<file path="src/rtl/stream_output_arbiter_pkg.sv">
// Shared definitions for the stream output arbiter: FSM state encoding,
// default message terminator and width helpers for counters and indices.
package stream_output_arbiter_pkg;

  typedef enum logic {
    ST_IDLE    = 1'b0,
    ST_GRANTED = 1'b1
  } state_e;

  // Newline: the usual end-of-message marker for text producers.
  localparam logic [31:0] DEFAULT_TERMINATOR = 32'h0000_000A;

  // Ceiling log2; clog2(1) = 0.
  function automatic int clog2(input int value);
    int result;
    result = 0;
    while ((1 << result) < value) begin
      result++;
    end
    return result;
  endfunction

  // Bits needed to hold 0 .. value-1, never less than one bit so that
  // degenerate parameter values still produce legal vectors.
  function automatic int min_width(input int value);
    int w;
    w = clog2(value);
    return (w < 1) ? 1 : w;
  endfunction

endpackage

</file>
<file path="src/rtl/stream_output_arbiter_rr_priority_select.sv">
// Round-robin priority selector: given the request vector and the last
// granted index, returns the first requester found searching last+1,
// last+2, ... (mod N), plus a flag saying whether anyone is requesting.
module stream_output_arbiter_rr_priority_select #(
  parameter int N  = 4,
  parameter int GW = 2
) (
  input  logic [N-1:0]  req_i,
  input  logic [GW-1:0] last_grant_i,
  output logic [GW-1:0] next_id_o,
  output logic          any_o
);

  logic          hi_any;
  logic [GW-1:0] hi_id;
  logic [GW-1:0] lo_id;

  // Scan downwards so the last hit is the lowest index: hi_id is the lowest
  // requester above last_grant, lo_id the lowest requester overall (wrap).
  always_comb begin
    hi_any = 1'b0;
    hi_id  = '0;
    lo_id  = '0;
    for (int j = N - 1; j >= 0; j--) begin
      if (req_i[j]) begin
        lo_id = GW'(j);
        if (j > int'(last_grant_i)) begin
          hi_any = 1'b1;
          hi_id  = GW'(j);
        end
      end
    end
    any_o     = |req_i;
    next_id_o = hi_any ? hi_id : lo_id;
  end

endmodule

</file>
<file path="src/rtl/stream_output_arbiter.sv">
// Shares one stb/ack output stream between N_INPUTS producers. Grants are
// round-robin and message-locked: the owner keeps the output until it sends
// TERMINATOR, reaches MAX_BURST words, or leaves stb low for IDLE_TIMEOUT
// cycles. Data, strobe and ack are passed straight through while granted.
//
// Handshake: a word transfers on a stream in any cycle where that stream's
// stb and ack are both high; producers hold data and stb stable until acked,
// and ack may be given only while the matching stb is observed.
module stream_output_arbiter
  import stream_output_arbiter_pkg::*;
#(
  parameter int               N_INPUTS     = 4,
  parameter int               WIDTH        = 32,
  parameter logic [WIDTH-1:0] TERMINATOR   = WIDTH'(DEFAULT_TERMINATOR),
  parameter int               MAX_BURST    = 64,
  parameter int               IDLE_TIMEOUT = 1024,
  localparam int              GW           = min_width(N_INPUTS)
) (
  input  logic                      clk,
  input  logic                      rst,
  input  logic [N_INPUTS*WIDTH-1:0] in_data,
  input  logic [N_INPUTS-1:0]       in_stb,
  output logic [N_INPUTS-1:0]       in_ack,
  output logic [WIDTH-1:0]          out_data,
  output logic                      out_stb,
  input  logic                      out_ack,
  output logic                      grant_valid,
  output logic [GW-1:0]             grant_id,
  output logic                      timeout_pulse,
  output state_e                    dbg_state
);

  localparam int            BW         = min_width(MAX_BURST);
  localparam int            TW         = min_width(IDLE_TIMEOUT);
  localparam logic [BW-1:0] BURST_LAST = BW'(MAX_BURST - 1);
  localparam logic [TW-1:0] IDLE_LAST  = TW'(IDLE_TIMEOUT - 1);
  localparam logic [GW-1:0] LAST_INIT  = GW'(N_INPUTS - 1);

  state_e          state_q;
  logic [GW-1:0]   grant_id_q;
  logic [GW-1:0]   last_grant_q;
  logic [BW-1:0]   burst_cnt_q;
  logic [BW-1:0]   burst_cnt_d;
  logic [TW-1:0]   idle_cnt_q;
  logic [TW-1:0]   idle_cnt_d;
  logic            timeout_q;

  logic [GW-1:0]   sel_id;
  logic            sel_any;
  logic [WIDTH-1:0] lane [N_INPUTS];
  logic [WIDTH-1:0] cur_data;
  logic            cur_stb;
  logic            xfer;
  logic            word_release_d;
  logic            timeout_release_d;
  logic            release_d;

  // Split the flat producer bus into one lane per input.
  for (genvar g = 0; g < N_INPUTS; g++) begin : g_lane
    assign lane[g] = in_data[g*WIDTH +: WIDTH];
  end

  assign cur_data = lane[grant_id_q];
  assign cur_stb  = in_stb[grant_id_q];

  stream_output_arbiter_rr_priority_select #(
    .N  (N_INPUTS),
    .GW (GW)
  ) u_rr_select (
    .req_i        (in_stb),
    .last_grant_i (last_grant_q),
    .next_id_o    (sel_id),
    .any_o        (sel_any)
  );

  // Output mux: owner's stream straight through; strobe and acks held low in
  // IDLE and while reset is asserted so nothing transfers during reset.
  always_comb begin
    in_ack   = '0;
    out_stb  = 1'b0;
    out_data = '0;
    if (state_q == ST_GRANTED) begin
      out_data = cur_data;
      if (!rst) begin
        out_stb            = cur_stb;
        in_ack[grant_id_q] = out_ack;
      end
    end
  end

  // Release decisions and counter next-state. A transfer resets the stall
  // counter; a low strobe advances it; a held-but-unacked word freezes both.
  always_comb begin
    xfer              = (state_q == ST_GRANTED) && cur_stb && out_ack;
    word_release_d    = xfer && ((cur_data == TERMINATOR) ||
                                 ((MAX_BURST != 0) && (burst_cnt_q == BURST_LAST)));
    timeout_release_d = (state_q == ST_GRANTED) && !cur_stb &&
                        (IDLE_TIMEOUT != 0) && (idle_cnt_q == IDLE_LAST);
    release_d         = word_release_d || timeout_release_d;

    burst_cnt_d = burst_cnt_q;
    if (xfer && (MAX_BURST != 0)) begin
      burst_cnt_d = burst_cnt_q + 1'b1;
    end

    idle_cnt_d = idle_cnt_q;
    if (xfer) begin
      idle_cnt_d = '0;
    end else if ((state_q == ST_GRANTED) && !cur_stb && (IDLE_TIMEOUT != 0)) begin
      idle_cnt_d = idle_cnt_q + 1'b1;
    end
  end

  // Grant FSM: IDLE picks the next round-robin requester, GRANTED holds the
  // lock until a terminator, burst limit or stall timeout ends the message.
  always_ff @(posedge clk) begin
    if (rst) begin
      state_q      <= ST_IDLE;
      grant_id_q   <= '0;
      last_grant_q <= LAST_INIT;
      burst_cnt_q  <= '0;
      idle_cnt_q   <= '0;
      timeout_q    <= 1'b0;
    end else begin
      timeout_q <= 1'b0;
      case (state_q)
        ST_IDLE: begin
          if (sel_any) begin
            state_q     <= ST_GRANTED;
            grant_id_q  <= sel_id;
            burst_cnt_q <= '0;
            idle_cnt_q  <= '0;
          end
        end
        ST_GRANTED: begin
          if (release_d) begin
            state_q      <= ST_IDLE;
            last_grant_q <= grant_id_q;
            burst_cnt_q  <= '0;
            idle_cnt_q   <= '0;
            timeout_q    <= timeout_release_d;
          end else begin
            burst_cnt_q <= burst_cnt_d;
            idle_cnt_q  <= idle_cnt_d;
          end
        end
        default: begin
          state_q <= ST_IDLE;
        end
      endcase
    end
  end

  assign grant_valid   = (state_q == ST_GRANTED);
  assign grant_id      = grant_id_q;
  assign timeout_pulse = timeout_q;
  assign dbg_state     = state_q;

endmodule

</file>
<file path="config.mk">
export PLATFORM = sky130hd
export DESIGN_NAME = stream_output_arbiter
export DESIGN_NICKNAME = d
export VERILOG_FILES = /design/src/rtl/stream_output_arbiter_pkg.sv /design/src/rtl/stream_output_arbiter_rr_priority_select.sv /design/src/rtl/stream_output_arbiter.sv
export SDC_FILE = /design/constraint.sdc
export NUM_CORES = 1
export LEC_CHECK = 0
export CAP_MARGIN = 40
export CORE_MARGIN = 5
export CORE_UTILIZATION = 34
export CTS_BUF_LIST = sky130_fd_sc_hd__clkbuf_4 sky130_fd_sc_hd__clkbuf_8
export DETAILED_ROUTE_END_ITERATION = 10
export PLACE_DENSITY = 0.89
export SLEW_MARGIN = 30
export SYNTH_ARGS = -nofsm -noshare
export SYNTH_HDL_FRONTEND = slang
export SYNTH_SLANG_ARGS = --single-unit
</file>
<file path="constraint.sdc">
create_clock -name clk -period 2.9 [get_ports clk]
set_input_delay 0.87 -clock clk [delete_from_list [all_inputs] [get_ports clk]]
set_output_delay 0.87 -clock clk [all_outputs]
set_load 0.01 [all_outputs]
</file>
======== Word level (Yosys, flattened, before mapping) ========
Cells that the tools add are included.
cells by class
  add/subtract/negate cells ............... 2
  magnitude comparators ................... 6
  equality and inequality tests ........... 6
  mux-type cells .......................... 41
  bitwise operators ....................... 4
  reductions and logical operators ........ 15
operators by type and width
  cell                                                      count
  2-to-1 mux 32 bit                                         3
  binary-select mux 32 bit (select 2 bit)                   1
  2-to-1 mux 10 bit                                         4
  == test 32 x 4 -> 1 bit, second input constant            1
  2-to-1 mux 2 bit                                          11
  case mux 10 bit (2 select lines)                          1
  2-to-1 mux 6 bit                                          3
  2-to-1 mux 1 bit                                          12
  case mux 6 bit (2 select lines)                           1
  adder 10 x 1 -> 10 bit, second input constant             1
  == test 10 bit, second input constant                     1
  2-to-1 mux 4 bit                                          2
  AND reduction 2 bit                                       4
  adder 6 x 1 -> 6 bit, second input constant               1
  == test 6 bit, second input constant                      1
  logical AND 1 bit                                         6
  AND 4 bit                                                 1
  > comparator 2 bit, first input constant                  2
  != test 4 x 1 -> 1 bit, second input constant             1
  OR reduction 4 bit                                        1
  greater-or-equal comparator 3 bit, second input constant  1
  < comparator 2 x 3 -> 1 bit, second input constant        1
  != test 3 x 1 -> 1 bit, second input constant             1
  NOT 2 -> 3 bit                                            1
  10 further kinds                                          12
word-level totals
  bits in registers ....................... 22
  input bits .............................. 135
  output and inout port bits .............. 42
  word-level logic and storage cells ...... 80

======== Longest topological paths before layout ========
Gate-level depths: netlist of the first run.
  word-level depth ........................ 10
  gate-level depth with buffers ........... 8

======== Modules after synthesis ========
A second synthesis of the first run with hierarchy kept.
unflattened totals
  cells, all modules ...................... 237
  area total of the unflattened synthesis .. 2283.4 um2
modules (own cells, without submodules)
  module                                    times used  cells an instance  area each (um2)  sequential area each (um2)
  stream_output_arbiter                     1           224                2213.4           440.4
  stream_output_arbiter_rr_priority_select  1           13                 70.1             0.0

======== Least setup slack after synthesis of the first run ========
No wires, ideal clock.
  kind .................................... input to register
  start point ............................. in in_stb[3]
  end point ............................... reg idle_cnt_q[8]
  library setup time ...................... 0.128 ns
  data arrival time ....................... 2.589 ns
  path slack .............................. 0.183 ns
  stages on the path ...................... 7
  cells stage by stage .................... mux4_2 or4_4 and3_1 buf_6 a21o_1 a21oi_1 nor2_1
on the way
  word-level cells in the longest chain between the ends .. 8
  elaborated cells between the ends (all ways) .. 16
  classes of those cells .................. 2 x eq/ne; 5 x mux; 9 x reduce/logical
ends and longest elaborated chain
  item                                                                                      RTL line                                                                                RTL
  start, declared                                                                           stream_output_arbiter.sv:22                                                             input logic [N_INPUTS-1:0] in_stb,
  binary-select mux 1 bit (select 2 bit)                                                    stream_output_arbiter.sv:64                                                             assign cur_stb = in_stb[grant_id_q];
  2-to-1 mux 1 bit (implied by the code)                                                    stream_output_arbiter.sv:64
  logical AND 1 bit / zero test 1 bit (equally long branches)                               stream_output_arbiter.sv:94, stream_output_arbiter.sv:97, stream_output_arbiter.sv:109
  logical AND 1 bit, on equally long branches                                               stream_output_arbiter.sv:94, stream_output_arbiter.sv:97, stream_output_arbiter.sv:109
  logical AND 1 bit, on equally long branches                                               stream_output_arbiter.sv:95, stream_output_arbiter.sv:98
  logical OR 1 bit                                                                          stream_output_arbiter.sv:99                                                             release_d = word_release_d || timeout_release_d;
  != test 4 x 1 -> 1 bit (no line) / 2-to-1 mux 10 bit (equally long branches)              n/a
  AND reduction 2 bit (no line) / case mux 10 bit (2 select lines) (equally long branches)  n/a
  end signal, assigned                                                                      stream_output_arbiter.sv:144                                                            idle_cnt_q <= idle_cnt_d;
  end, declared                                                                             stream_output_arbiter.sv:44                                                             logic [TW-1:0] idle_cnt_q;
Several ways; a longest one is shown, not always the timed one. The select of a mux whose other input is x is not followed.
A chain may end at the register's enable or synchronous reset.

======== Worst setup path in the final report of the first run ========
  start point ............................. in in_data[59]
  end point ............................... out out_data[27]
on the way
  word-level cells in the longest chain between the ends .. 4
ends and longest elaborated chain
  item                                                  RTL line                     RTL
  start, declared                                       stream_output_arbiter.sv:21  input logic [N_INPUTS*WIDTH-1:0] in_data,
  binary-select mux 32 bit (select 2 bit)               stream_output_arbiter.sv:63  assign cur_data = lane[grant_id_q];
  2-to-1 mux 32 bit (implied by the code) (2 in a row)  stream_output_arbiter.sv:63
  2-to-1 mux 32 bit                                     stream_output_arbiter.sv:82  if (state_q == ST_GRANTED) begin
  end, declared                                         stream_output_arbiter.sv:24  output logic [WIDTH-1:0] out_data,
Every way passes these cells. The select of a mux whose other input is x is not followed.

==> flow_metrics.py, run 1 <==
metrics = {
    "placement": {
        "hpwl_mm": 8.53,
        "portBuffers": 176,
        "place.gp.congestion": 0.894,
        "pre_cts_ws_ns": -0.433,
    },
    "sta": {
        "worstMarginPinSlew_ns": 0.529,
        "finalSetupTns_ns": -0.0355,
        "maxSlewViolCount": 0,
        "setup_viol": 2,
        "fin_ws_ns": -0.0276,
        "fin_skew_ns": 0.00118,
        "hold_violations": 0,
        "max-slew-margin-rel_pct": 64.5,
        "max_freq_ghz": 0.342,
        "fin_crit_sh_pct": 101,
        "period_needed_ns": 2.93,
        "holdWs_ns": 0.486,
    },
    "route": {
        "wl_per_cell_um": 22.0,
        "dr_total_vias": 2888,
        "final_antenna_net_count": 0,
        "drtIter0Drc": 110,
        "drtPass1Iterations": 4,
        "wl_mm": 11.4,
        "drc_errors": 0,
        "routed_via_density": 5.55,
    },
    "worst_setup_path": {
        "startpoint_type": "input pin",
        "cp_cell_sequence": "clkdlybuf4s50_1 > mux4_2 > and2_4 > buf_6",
        "worstPathMaxFanout": 2,
        "cpMaxStageDelayCell": "mux4_2",
        "cp_top_family": "buffers and inverters",
        "setup.worst_path.start": "in_data[59]",
        "path_buf_inv": 2,
        "critPathRequiredTime_ns": 2.03,
        "worstSetupEndpointType": "output pin",
        "crit_arrival_ns": 2.06,
        "r2r-start": "grant_id[0]",
        "r2r_slack_ns": 0.19,
        "cpPeakStageDelay_ns": 0.48,
        "criticalPathCategory": "input pin to output pin",
    },
    "die": {
        "io_pins": 177,
        "core_region_area_um2": 6350,
        "row_count": 29,
        "start_util_pct": 35.0,
        "dieArea_um2": 8260,
        "die_y_um": 90.9,
        "fp.dieW_um": 90.9,
    },
    "synthesis": {
        "avgSynthCellArea_um2": 9.67,
        "async_flop_share_pct": 0,
        "synth-edff-count": 0,
        "syn-num-nets": 367,
        "ys.flop_type": "dfxtp_1",
        "syn_area_um2": 2220,
        "synth_cell_types": 40,
        "netlist_instances": 230,
        "seq_area_frac_synth_pct": 19.8,
        "ys_ff_latch": 22,
        "yosys_warnings": 0,
    },
    "clocking": {
        "clock_sinks": 22,
        "cts_tree": "done",
        "numCtsBuffers": 3,
        "cts.clk_slew.worst_paths_ns": 0.07,
        "root_buffer": "clkbuf_8",
        "clock_path_buffers": 2,
        "clock_latency_ns": 0.26,
        "cts_hold_buf": 0,
        "h-tree-depth": 1,
    },
    "final_layout": {
        "nNetsFinal": 581,
        "nFillCells": 428,
        "utilization_pct": 72.8,
        "area_growth_syn_to_layout_pct": 108,
        "drive_gt1_share_pct": 38.0,
    },
    "global_routing": {
        "grt-ovfl-total": 0,
        "grt_pass1_wl_mm": 16.5,
        "grt_pass1_vias": 3039,
        "track_usage_pct": 24.9,
        "antenna_found_initial": 1,
        "grt_max_degree": 39,
    },
    "status": {
        "failed_checks": "setup timing",
        "status": "finished with violations",
    },
    "power_and_ir_drop": {
        "total_power_w": 0.00118,
        "peakVddDrop_mv": 0.241,
        "power_density_nw_per_um2": 256,
        "cellLeakagePower_nw": 2.32,
    },
    "worst_hold_path": {
        "hold_path_class": "flop to flop",
        "min_from": "idle_cnt_q[1]",
    },
    "run": {
        "cap_viol_max_count": 0,
    },
}
-- cell usage after synthesis (2+ instances only) --
cell type,instances,share of area [%]
and2_1,33,9.3
mux4_2,33,33
dfxtp_1,22,20
nor2_1,15,2.5
nand2_1,11,1.9
nor3_1,11,2.5
clkbuf_1,10,1.7
nand3_1,10,2.3
a21oi_1,8,1.8
nand4_1,8,2.3
nor4_1,8,2.3
inv_1,7,1.2
xnor2_1,7,2.8
xor2_1,5,2.0
o21ai_0,4,0.90
a211oi_1,2,0.68
a221o_1,2,0.90
a221oi_1,2,0.79
and3_1,2,0.56
and4_1,2,0.79
buf_2,2,0.45
buf_6,2,1.0
ha_1,2,1.1
nand2b_1,2,0.56
nor2_2,2,0.56
nor4b_1,2,0.79
o21a_1,2,0.68
o21ai_1,2,0.45
-- kinds of logic after synthesis --
family / count (synthesis) / synth area share, %
compound gates: 27 / 7.82
xor+xnor: 12 / 4.73
fa+ha+maj: 2 / 1.13
buf+inv: 23 / 4.84
flops: 22 / 19.8
mux: 33 / 33.4
simple gates: 111 / 28.3
-- report_power, final --
part           switching, W  internal [W]  leakage, nW  total [W]
logic              0.000258      0.000415         2.12   0.000673
registers         0.0000149      0.000309        0.179   0.000323
clock network     0.0000936     0.0000928       0.0216   0.000186
-- cell usage in the layout (no fill, tap or decap), types with 3 or more instances in the layout --
master / count
buf_6: 27
dlygate4sd2_1: 76
nor3_2: 3
clkdlybuf4s50_1: 10
dfxtp_1: 20
clkbuf_8: 3
buf_12: 3
buf_2: 9
nand4_1: 8
buf_4: 42
nand2_1: 10
xor2_1: 5
inv_1: 7
and2_4: 22
nor2_1: 15
clkbuf_2: 5
nor4_1: 3
dlymetal6s2s_1: 53
nand3_1: 8
nor3_1: 8
xnor2_1: 7
nor4_2: 3
mux4_2: 33
o21ai_1: 3
a21oi_1: 8
and2_1: 11
-- metal layers --
metal | up-vias | wire (um) | track usage [%]
met5 | - | 7 | 0
li1 | 1310 | - | -
met4 | 2 | 398 | 6.72
met2 | 155 | 6310 | 47.4
met3 | 37 | 782 | 5.83
met1 | 1384 | 3930 | 27.2
-- timing repair --
item	CTS	global route
pin swaps	36	10
buffers inserted	13	2
resized for setup	260	87
endpoints found under the setup margin	55	34
-- through the flow --
step / cells / instance area, um2
floorplan: 230 / 2220
global placement: 501 / 4300
detailed placement: 501 / 4300
CTS: 517 / 4370
global route: 519 / 4620
finish: 520 / 4620
-- layout make-up --
type	instances	area [um2]	area share [%]
diodes	1	2.50	0.0542
clock buffers	3	41.3	0.894
inverters	7	26.3	0.569
multi-input cells	185	1830	39.7
flip-flops and latches	22	443	9.59
well taps	77	96.3	2.09
repair buffers	225	2180	47.1
-- flip-flops by register name, summed over array words and instances, names as in the netlist --
signal / count
grant_id: 2
dbg_state: 1
timeout_pulse: 1
burst_cnt_q: 6
last_grant_q: 2
idle_cnt_q: 10
-- worst reg2reg max path, cell delays in order (launching register included) --
cell and delay (ns):
dfxtp_2 0.53, buf_4 0.24, mux4_2 0.55, buf_6 0.14
buf_4 0.12, nor4_2 0.20, nand4_1 0.20, o21ai_2 0.23
a22oi_2 0.08, a221o_1 0.30
-- worst paths after layout --
check                           cells after the start              end
worst max-delay path                                4     out_data[27]
worst min-delay path                                2    idle_cnt_q[1]
worst max register to register                      9  last_grant_q[0]
worst min register to register                      2    idle_cnt_q[1]
Note: power is estimated with default switching activity, not from simulation.
==> run 2: changes to the inputs <==
- CTS_CLUSTER_DIAMETER: not set -> 100
==> results of run 2 <==
Same layout as run 1: the final DEF is identical, and so are final timing and power.
